===== src/rtl/marco_overlay.sv =====
// marco_overlay: frame border, three stacked boxes with 2x-scaled label and
// separator glyphs, a blinking selection highlight and a 2-stage colour pipe.
module marco_overlay #(
  parameter int          BORDER       = 11,
  parameter int          BOX_X0       = 160,
  parameter int          BOX_W        = 304,
  parameter int          BOX_Y0       = 32,
  parameter int          BOX_PITCH    = 160,
  parameter int          BOX_H        = 96,
  parameter int          THICK        = 16,
  parameter int          LBL_X0       = 96,
  parameter logic [29:0] LBL_CODES    = {5'd7, 5'd6, 5'd5, 5'd4, 5'd3, 5'd2},
  parameter int          SEP_X0       = 256,
  parameter int          SEP_X1       = 352,
  parameter logic [4:0]  SEP_CODE     = 5'b11010,
  parameter int          BLINK_FRAMES = 30,
  parameter logic [11:0] BG_COLOR     = 12'h111
) (
  input  logic       clk,
  input  logic       rst,
  input  logic       video_on,
  input  logic [9:0] pixel_x,
  input  logic [9:0] pixel_y,
  input  logic       frame_start,
  input  logic [1:0] sel,
  input  logic       cfg_we,
  input  logic [1:0] cfg_addr,
  input  logic [11:0] cfg_data,
  output logic [8:0] rom_addr,
  input  logic [7:0] rom_data,
  output logic [3:0] ro,
  output logic [3:0] go,
  output logic [3:0] bo,
  output logic       blink_phase
);

  localparam logic [7:0] BLINK_LAST = 8'(BLINK_FRAMES - 1);

  // Geometry scratch values
  int         px, py, top, gtop;
  logic       in_box, in_inner, in_band, hit;
  logic [4:0] code;
  logic [3:0] row;

  // Stage-1 next values and registers
  logic        vid_d, vid_q;
  logic        border_d, border_q;
  logic        frame_d, frame_q;
  logic        glyph_d, glyph_q;
  logic [1:0]  box_idx_d, box_idx_q;
  logic [2:0]  col_d, col_q;
  logic [11:0] border_col_d, border_col_q;
  logic [11:0] box_col_d, box_col_q;

  // Stage-2 colour
  logic        lit;
  logic [11:0] box_rgb;
  logic [11:0] rgb_d, rgb_q;

  // Control state
  logic [7:0]  blink_cnt_d, blink_cnt_q;
  logic        blink_phase_d, blink_phase_q;
  logic [1:0]  sel_d, sel_q;
  logic [11:0] colreg_d [4];
  logic [11:0] colreg_q [4];

  // Classify the current pixel into border / box frame / glyph cell and form the font address
  always_comb begin
    px        = int'(pixel_x);
    py        = int'(pixel_y);
    top       = 0;
    gtop      = 0;
    in_box    = 1'b0;
    in_inner  = 1'b0;
    in_band   = 1'b0;
    hit       = 1'b0;
    code      = '0;
    row       = '0;
    frame_d   = 1'b0;
    glyph_d   = 1'b0;
    box_idx_d = '0;
    border_d  = (px < 640) && (py < 480) &&
                ((px < BORDER) || (px >= 640 - BORDER) ||
                 (py < BORDER) || (py >= 480 - BORDER));
    for (int k = 0; k < 3; k++) begin
      top      = BOX_Y0 + k * BOX_PITCH;
      gtop     = top + 32;
      in_box   = (px >= BOX_X0) && (px <= BOX_X0 + BOX_W - 1) &&
                 (py >= top) && (py <= top + BOX_H - 1);
      in_inner = (px >= BOX_X0 + THICK) && (px <= BOX_X0 + BOX_W - 1 - THICK) &&
                 (py >= top + THICK) && (py <= top + BOX_H - 1 - THICK);
      in_band  = (py >= gtop) && (py <= gtop + 31);
      hit      = 1'b0;
      for (int j = 0; j < 2; j++) begin
        if (in_band && (px >= LBL_X0 + 32 * j) && (px <= LBL_X0 + 32 * j + 15)) begin
          hit  = 1'b1;
          code = LBL_CODES[(2 * k + j) * 5 +: 5];
        end
      end
      if ((k != 1) && in_band &&
          (((px >= SEP_X0) && (px <= SEP_X0 + 15)) ||
           ((px >= SEP_X1) && (px <= SEP_X1 + 15)))) begin
        hit  = 1'b1;
        code = SEP_CODE;
      end
      if (in_box && !in_inner) begin
        frame_d   = 1'b1;
        box_idx_d = 2'(k);
      end
      if (hit) begin
        glyph_d   = 1'b1;
        box_idx_d = 2'(k);
        row       = 4'((py - gtop) >> 1);
      end
    end
  end

  assign rom_addr = {code, row};

  // Snapshot colour registers at stage 1 so a same-cycle write only affects later pixels
  always_comb begin
    vid_d        = video_on;
    col_d        = pixel_x[3:1];
    border_col_d = colreg_q[0];
    box_col_d    = colreg_q[box_idx_d + 2'd1];
  end

  // Colour register write port
  always_comb begin
    colreg_d = colreg_q;
    if (cfg_we) begin
      colreg_d[cfg_addr] = cfg_data;
    end
  end

  // Blink counter and selection latch advance only at frame boundaries
  always_comb begin
    blink_cnt_d   = blink_cnt_q;
    blink_phase_d = blink_phase_q;
    sel_d         = sel_q;
    if (frame_start) begin
      sel_d = sel;
      if (blink_cnt_q >= BLINK_LAST) begin
        blink_cnt_d   = '0;
        blink_phase_d = ~blink_phase_q;
      end else begin
        blink_cnt_d = blink_cnt_q + 8'd1;
      end
    end
  end

  // Stage-2 colour priority: blanking, edge border, box frame/lit glyph, background
  always_comb begin
    lit     = glyph_q && rom_data[3'd7 - col_q];
    box_rgb = box_col_q;
    if (blink_phase_q && (sel_q == box_idx_q + 2'd1)) begin
      box_rgb = ~box_col_q;
    end
    if (!vid_q) begin
      rgb_d = 12'h000;
    end else if (border_q) begin
      rgb_d = border_col_q;
    end else if (frame_q || lit) begin
      rgb_d = box_rgb;
    end else begin
      rgb_d = BG_COLOR;
    end
  end

  // All state registers with synchronous reset taking priority
  always_ff @(posedge clk) begin
    if (rst) begin
      vid_q         <= 1'b0;
      border_q      <= 1'b0;
      frame_q       <= 1'b0;
      glyph_q       <= 1'b0;
      box_idx_q     <= '0;
      col_q         <= '0;
      border_col_q  <= '0;
      box_col_q     <= '0;
      rgb_q         <= '0;
      blink_cnt_q   <= '0;
      blink_phase_q <= 1'b0;
      sel_q         <= '0;
      colreg_q[0]   <= 12'h604;
      colreg_q[1]   <= 12'h001;
      colreg_q[2]   <= 12'h010;
      colreg_q[3]   <= 12'h100;
    end else begin
      vid_q         <= vid_d;
      border_q      <= border_d;
      frame_q       <= frame_d;
      glyph_q       <= glyph_d;
      box_idx_q     <= box_idx_d;
      col_q         <= col_d;
      border_col_q  <= border_col_d;
      box_col_q     <= box_col_d;
      rgb_q         <= rgb_d;
      blink_cnt_q   <= blink_cnt_d;
      blink_phase_q <= blink_phase_d;
      sel_q         <= sel_d;
      colreg_q      <= colreg_d;
    end
  end

  assign ro          = rgb_q[11:8];
  assign go          = rgb_q[7:4];
  assign bo          = rgb_q[3:0];
  assign blink_phase = blink_phase_q;

endmodule

===== config.mk =====
export PLATFORM = sky130hd
export DESIGN_NAME = marco_overlay
export DESIGN_NICKNAME = d
export VERILOG_FILES = /design/src/rtl/marco_overlay.sv
export SDC_FILE = /design/constraint.sdc
export NUM_CORES = 1
export LEC_CHECK = 0
export CORE_MARGIN = 2
export CORE_UTILIZATION = 58
export CTS_CLUSTER_SIZE = 14
export DETAILED_ROUTE_END_ITERATION = 6
export MAX_ROUTING_LAYER = met4
export PLACE_DENSITY_LB_ADDON = 0.15
export SYNTH_ARGS = -nofsm -noshare
export SYNTH_HDL_FRONTEND = slang
export SYNTH_SLANG_ARGS = --single-unit

===== constraint.sdc =====
create_clock -name clk -period 7.1 [get_ports clk]
set_input_delay 1.065 -clock clk [delete_from_list [all_inputs] [get_ports clk]]
set_output_delay 1.065 -clock clk [all_outputs]
set_load 0.1 [all_outputs]

==> metrics list, run 1 <==
* Initial antenna violation count: 0
- Largest clock skew in the final design: 0.01540 ns
- Across every metal layer, demand over resource in global routing totals 26.71%.
- Part of the cycle the worst path needs: 73.23%
- Run status: complete, no violations
- Mapped Area: 4698 µm²
* Overflow after GRT: 0
- Critical path peak fanout: 13
- Final max-slew violation count: 0
- Buffers inserted during clock tree synthesis total 9.
- Setup tns final: 0 ns
- Highest clock frequency the design can meet: 192.3 MHz
- Across the VDD grid, the largest voltage drop is 0.1508 mV.
- Root cell of the clock tree: sky130_fd_sc_hd__clkbuf_8
* Endpoints failing hold: 0
* Die Outline Area: 8836 µm²
- Remaining routing DRC violations: 0
- Combinational fraction of design power: 11.3%
- Post-CTS setup buffers: 0
- The most critical setup path has its endpoint at rom_addr[2].
- Commonest cells after routing, fill and taps aside: sky130_fd_sc_hd__nand2_1, sky130_fd_sc_hd__dfxtp_1, sky130_fd_sc_hd__clkdlybuf4s50_1, sky130_fd_sc_hd__a21oi_1, sky130_fd_sc_hd__nor2b_1
- The share of total power dissipated in the clock network is 33.8%.
* Worst setup slack before clock tree synthesis: between 1.5 and 2 ns
- Summed over all layers, the routed wires come to 11270 µm.
- I/O pin count: between 70 and 80
- At the end of the flow, the number of nets in the layout was 659.
* Average wire per cell in the routed design: approximately 16 µm
- Dividing total power by cell area gives a power density of 199.0 nW/µm².
- Total of endpoints with negative setup slack in the final report: 0
- Among all flip-flop cells after synthesis, the most frequent one is sky130_fd_sc_hd__dfxtp_1.
- Clock tree synthesis found a total of 104 sinks.
* Most common library cell in the layout ignoring fill and taps: sky130_fd_sc_hd__nand2_1
* Total number of H-tree levels: 3
- The Yosys step of the flow raised 0 warnings.
- The worst register-to-register path begins at sel_q[1].
- Cell depth of the worst flop-to-flop path: 5
- The largest individual stage delay along the critical path comes from the cell sky130_fd_sc_hd__clkdlybuf4s50_1.
- Internal power comes to 824.5 µW.
- After layout, the minimum clock period comes to 5.199 ns.
- Clock latency on the worst-skew pair, taken at its later pin, is 0.37 ns.
* Dominant cell type by count on the critical path: sky130_fd_sc_hd__clkdlybuf4s50_1
- TritonCTS built the clock tree.
- Critical Path Max Stage Delay: 1.12 ns
- Buffers placed on the I/O ports in this run total 70.
- Syn-to-layout area delta: 18.93%
- The floorplan step set the die width to approximately 94 µm.
- Number of DRC violations after detailed-routing iteration 0: 164
- Core box area: between 7000 and 8000 µm²
- The first global-routing pass estimated roughly 18000 µm of wire.
* Sum of internal, switching and leakage power: approximately 1100 µW
- CTS Hold Buffers Added: 0
- Data arrival time of the critical path: 4.13 ns
* Routed via count: 4069
- For this configuration, the core starts out at a cell density of 60.18%.
* Count of cell types in the netlist: 63
- Headroom to the max-slew limit came out at 32.22%.
- Dividing the synthesized area by the synthesized cell count gives around 8.4 µm².
- Clock transition at the registers of the reported paths: about 0.11 ns
* Ordered cell list for the critical path: clkdlybuf4s50_1, or3b_1, a21oi_1, o21ai_1, o221ai_1, and2_1, clkdlybuf4s50_1
* End of the worst register-to-register path: rgb_q[0]
- Type of destination of the critical path: output pin
* Number of instances in the placed design: 698
- Drt pass-1 iters: 5
- Once layout is complete, the utilization of the core stands at between 70% and 80%.
- Critical path class: in -> out
- # rows: 32
- Async set-or-reset flop fraction in the synthesized netlist: 0%
* Leakage power: about 0.0020 µW
- Unrepaired setup endpoints after global routing: no
- Share of final-layout standard cells stronger than drive strength 1: ~5.2%
- After synthesis, flip-flops and latches occupy 44.31% of the total area.
* Gpl congestion: 0.7965
- NetSw: about 290 µW
- Clock Tree Buf Depth: 2
- Synth Net Count: approximately 600
* Critical path startpoint: pixel_x[6]
- The worst setup path is launched from an input pin.
* Post-route antenna net violation count: 0
- Resized cells post-CTS: 0
- Detailed placement finished with a half-perimeter wire length of 7571 µm.
- Switching share of power: about a quarter
- Counting flops and latches in the post-synthesis netlist gives roughly 100.
- Ant diodes: 0
* Count of mapped cells out of synthesis: around 560
- Across all register-to-register paths, the minimum setup slack is 5.07 ns.
* Sequential share of power: 54.9%
* Slew at the pin closest to its max-slew limit: 1.013 ns
* Required time at the endpoint of the critical path: 6.03 ns
- After detailed routing, the number of vias per cell comes to 5.707.
* Class of the tightest hold or removal check: reg -> reg
* Die height: around 94 µm
* Post-synth EDFFs: 0
- Number of maximum-capacitance violations: 0
- Setup slack after layout: 1.901 ns
- Vias in the first global route: 3814
* Post-Layout Cell Count: 713
- Pin count of the biggest net entering global routing: 91
-- logic make-up after synthesis --
logic type	Yosys count	share of synthesized area, %
simple gates	237	24.98
compound gates	131	19.07
flops	104	44.31
buf+inv	60	5.060
fa+ha+maj	3	0.7990
mux	8	2.237
xor+xnor	19	3.542
-- through the flow --
step	area (µm²)	hold WS (ns)
4_1_cts	5588	0.4406
3_5_place_dp	5386	0.4183
5_1_grt	5588	0.4650
2_1_floorplan	4698	0.4074
3_3_place_gp	5386	0.4153
6_report	5588	0.4397
-- layer usage --
metal,share of wire [%],global-route usage [%],routed length [µm]
met4,1.9,10.63,212
met3,5.4,4.494,611
met5,0,-,0
met1,43,32.33,4893
met2,49,44.52,5550
-- state kept, by name (all words and copies together), names as in the netlist --
register,count
sel_q,2
blink_phase,1
border_col_q,12
rgb_q,12
colreg_q,36
frame_q,1
border_q,1
box_idx_q,2
col_q,3
vid_q,1
box_col_q,12
glyph_q,1
border_col_d,12
blink_cnt_q,8
-- worst min path at each step --
stage                startpoint        end  depth (start not counted)  slack, ns
2_1_floorplan  border_col_q[10]  rgb_q[10]                          2       0.41
3_3_place_gp    border_col_q[1]   rgb_q[1]                          2       0.42
3_5_place_dp    border_col_q[5]   rgb_q[5]                          2       0.42
4_1_cts         border_col_q[5]   rgb_q[5]                          2       0.44
5_1_grt         border_col_q[6]   rgb_q[6]                          2       0.47
6_report        border_col_q[5]   rgb_q[5]                          2       0.44
-- area by class of cell --
type | instances | area, µm²
Multi-Input combinational cell | 398 | 2384
Fill cell | 627 | 2220
Sequential cell | 104 | 2082
Timing Repair Buffer | 72 | 710.7
Tap cell | 102 | 127.6
Clock buffer | 9 | 123.9
Inverter | 22 | 82.58
Clock inverter | 6 | 77.57
-- critical path, delay by kind of cell --
kind | cells | cell delay (ns)
buffers and inverters | 2 | 1.74
and+or+nand+nor | 2 | 0.63
AOI/OAI and AO/OA | 3 | 0.70
-- cells in the mapped netlist, types with 2 or more instances --
master	n	area share, %
sky130_fd_sc_hd__a211o_1	2	0.37
sky130_fd_sc_hd__a211oi_1	2	0.32
sky130_fd_sc_hd__a21o_1	5	0.80
sky130_fd_sc_hd__a21oi_1	53	5.6
sky130_fd_sc_hd__a221oi_1	3	0.56
sky130_fd_sc_hd__a31oi_1	3	0.40
sky130_fd_sc_hd__and2_1	5	0.67
sky130_fd_sc_hd__and3_1	2	0.27
sky130_fd_sc_hd__and3b_1	2	0.37
sky130_fd_sc_hd__buf_1	5	0.40
sky130_fd_sc_hd__clkbuf_1	30	2.4
sky130_fd_sc_hd__dfxtp_1	104	44
sky130_fd_sc_hd__ha_1	3	0.80
sky130_fd_sc_hd__inv_1	22	1.8
sky130_fd_sc_hd__mux2i_1	6	1.3
sky130_fd_sc_hd__mux4_2	2	0.96
sky130_fd_sc_hd__nand2_1	111	8.9
sky130_fd_sc_hd__nand2b_1	8	1.1
sky130_fd_sc_hd__nand3_1	7	0.75
sky130_fd_sc_hd__nand3b_1	10	1.6
sky130_fd_sc_hd__nand4_1	4	0.53
sky130_fd_sc_hd__nand4b_1	2	0.37
sky130_fd_sc_hd__nor2_1	28	2.2
sky130_fd_sc_hd__nor2b_1	40	5.3
sky130_fd_sc_hd__nor4_1	3	0.40
sky130_fd_sc_hd__o211a_1	2	0.43
sky130_fd_sc_hd__o211ai_1	2	0.32
sky130_fd_sc_hd__o21ai_0	21	2.2
sky130_fd_sc_hd__o21ai_1	10	1.1
sky130_fd_sc_hd__o221a_1	2	0.48
sky130_fd_sc_hd__o311ai_1	2	0.37
sky130_fd_sc_hd__o311ai_2	8	2.8
sky130_fd_sc_hd__or2_1	3	0.40
sky130_fd_sc_hd__or3_1	2	0.27
sky130_fd_sc_hd__or3b_1	3	0.56
sky130_fd_sc_hd__xnor2_1	3	0.56
sky130_fd_sc_hd__xor2_1	16	3.0
-- power by group through the flow --
stage	clock (µW)	combinational, µW	sequential, µW
2_1_floorplan	0	70.0	627
3_3_place_gp	0	121	623
3_5_place_dp	0	124	624
4_1_cts	380	125	610
5_1_grt	404	137	613
6_report	376	126	610
(Power assumes the default switching activity.)
==> run 2, diff against run 1 <==
CORE_UTILIZATION = 54   (was 58)
clock period = 5.5 ns   (was 7.1 ns; I/O delays follow)
==> metrics list, run 2 (synthesized netlist as in run 1, its figures left out) <==
* Slew at the pin closest to its max-slew limit: 0.9672 ns (-0.04578 ns)
- Die Outline Area: 9462 µm² (+7.1%)
- Drt pass-1 iters: 5 (unchanged)
- The total detailed-routing wirelength came to 10530 µm (-6.5%).
- TritonCTS clock tree: done
- Final net count: 660 (+0.15%)
- The top cell types in the final layout, fill and taps aside, are sky130_fd_sc_hd__nand2_1, sky130_fd_sc_hd__dfxtp_1, sky130_fd_sc_hd__clkdlybuf4s50_1, sky130_fd_sc_hd__a21oi_1, sky130_fd_sc_hd__nor2b_1.
* Core box area: 8593 µm² (+10%)
- In this run the top signal layer used is met4.
- Total number of H-tree levels: 3 (unchanged)
- The sum of met3 wire segment lengths after detailed routing is 668 µm (+9.3%).
- The worst setup timing slack at the placement stage was 1.228 ns (-0.6865 ns).
- Die width: 97.28 µm (+3.5%)
* I/O pin count: 71 (unchanged)
- In the finished design, the share of the clock period the worst path needs comes to 78.09%.
* Critical Path Slowest Stage Cell: sky130_fd_sc_hd__clkdlybuf4s50_1
- Minimum clock period after layout: 4.295 ns
- The critical path starts at pixel_x[6].
* Post-route antenna net violation count: 0 (unchanged)
- Resized cells post-CTS: 0 (unchanged)
- Setup slack after layout: 1.205 ns (-0.6954 ns)
- The number of endpoints with negative hold slack in the final report is 0 (unchanged).
- Traced cell by cell, the critical path runs through clkdlybuf4s50_1, or3b_1, a21oi_1, nand4b_1, inv_1, clkdlybuf4s50_1.
- # rows: 34 (+6.3%)
- Worst Hold Margin: 0.4397 ns (+0.00004700 ns)
* Critical path launch point type: input pin
- Post-CTS setup buffers: 0 (unchanged)
- The number of buffers created by CTS was 9 (unchanged).
- Number of maximum-capacitance violations: 0 (unchanged)
- Clock latency of the later-clocked register in the worst-skew pair: 0.37 ns (about the same)
- The data arrival time of the critical path is 3.47 ns (-0.66 ns).
* Sum of internal, switching and leakage power: 1413 µW (+27%)
* Critical path peak fanout: 13 (unchanged)
- Power density over the cells: 253.3 nW/µm² (+27%)
- In this run the most critical hold path is launched from border_col_q[2].
- Initial antenna violation count: 0 (unchanged)
* Leakage power: 0.002021 µW (+0.80%)
- Total of endpoints with negative setup slack in the final report: 0 (unchanged)
- Unrepaired setup endpoints after global routing: no
- The via count is 3935 (-3.3%).
- The cell area reported after detailed placement came to 5381 µm² (about the same).
* Setup tns final: 0 ns (unchanged)
- The number of global-route vias before repair is 3640 (-4.6%).
* Remaining routing DRC violations: 0 (unchanged)
- Vias per std cell: 5.458 (-4.4%)
- The library cell used most frequently in the layout, excluding fill and tap cells, is sky130_fd_sc_hd__nand2_1.
* Buf+Inv Stages, Crit Path: 3 (+1)
* Clock Tree Buf Depth: 2 (unchanged)
* Pin count of the biggest net entering global routing: 71 (-22%)
* Total met2 wirelength after detailed routing: 4957 µm (-11%)
- PortBufs: 70 (unchanged)
- The critical path in this run is classified as in -> out.
- Largest clock skew in the final design: 0.01323 ns (-0.002168 ns)
- CTS Hold Buffers Added: 0 (unchanged)
* Count of clock tree sinks: 104 (unchanged)
- For this run, the top clock speed supported by timing is around 230 MHz.
* Kind of cell adding the most delay to the critical path: buffers and inverters
- Clock tree synthesis selected as its root buffer the cell sky130_fd_sc_hd__clkbuf_8.
- Run status: complete, no violations
- Post-layout instance area: 5579 µm² (-0.16%)
- Reg-to-reg critical path startpoint: sel_q[1]
- Ant diodes: 0 (unchanged)
* Number of flip-flops in the largest register: 36 (unchanged)
* Worst vdd ir: 0.1337 mV (-11%)
* Type of destination of the critical path: output pin
- The post-route met1 wirelength came to 4817 µm (-1.6%).
* Gpl congestion: 0.8404 (+5.5%)
- Number of DRC violations after detailed-routing iteration 0: 202 (+23%)
- Initial Util: 54.67% (-5.5 points)
- The fraction of layout instances using a drive strength above 1 came to 6.362% (+1.1 points).
- The total overflow reported by the global router came to 0 (unchanged).
- Relative to the synthesized area, the layout overhead comes to 18.75%.
- The routed wire length per instance came to 14.61 µm (-7.6%).
- The relative max-transition margin came to 35.31% (+3.1 points).
- The max-slew violation total from the final report is 0 (unchanged).
- The delay of the slowest cell on the worst path came to 1.13 ns (about the same).
- The overall routing resource usage was 23.20% (-3.5 points).
- The post-DP HPWL was 7339 µm (-3.1%).
- The wire length of the first global-routing pass came to 17490 µm (-2.5%).
* Required time at the endpoint of the critical path: 4.68 ns (-1.35 ns)
- The tightest min-delay check is of the reg -> reg type.
- Dominant cell type by count on the critical path: sky130_fd_sc_hd__clkdlybuf4s50_1
* Fill cell instance count of the final layout: 711 (+13%)
* Clock transition at the registers of the reported paths: 0.11 ns (about the same)
* Die height: 97.28 µm (+3.5%)
- Top reg by flops: colreg_q
==> run 2: layout make-up <==
type | count | area [µm²] | share of cell area [%]
tap | 108 | 135.1 | 2.422
clock inverter | 6 | 60.06 | 1.076
inverter | 22 | 82.58 | 1.480
sequential | 104 | 2082 | 37.32
clock buffer | 10 | 137.6 | 2.467
timing repair buffer | 73 | 703.2 | 12.60
multi-input combinational | 398 | 2379 | 42.63
==> run 2: through the flow <==
stage	instances	utilization, %
finish	721	64.92
global route	721	64.92
CTS	721	64.92
detailed placement	705	62.62
global placement	705	62.62
floorplan	562	-
==> run 2: worst register-to-register path, stage by stage, from the launching register on <==
cell	delay [ns]
sky130_fd_sc_hd__dfxtp_1	0.34
sky130_fd_sc_hd__xnor2_1	0.19
sky130_fd_sc_hd__mux2i_1	0.21
sky130_fd_sc_hd__nand2_1	0.40
sky130_fd_sc_hd__xor2_1	0.28
sky130_fd_sc_hd__a221oi_1	0.32
==> run 2: final timing paths <==
| kind | endpoint | slack, ns | cells past startpoint |
|---|---|---|---|
| max | rom_addr[6] | 1.21 | 6 |
| min | rgb_q[2] | 0.44 | 2 |
| max reg2reg | rgb_q[4] | 3.67 | 5 |
| min reg2reg | rgb_q[2] | 0.44 | 2 |
==> run 2: per-layer routing <==
| layer | track usage (%) | up-vias |
|---|---|---|
| met5 | - | - |
| met1 | 30.16 | 1806 |
| met2 | 36.75 | 123 |
| met4 | 5.983 | 0 |
| li1 | - | 2000 |
| met3 | 5.612 | 6 |
==> run 2: where the power goes <==
part / switching (µW) / leakage, µW / internal [µW]
combinational: 88.9 / 0.00107 / 72.2
sequential: 11.8 / 0.000846 / 776
clock: 276 / 0.0000995 / 188
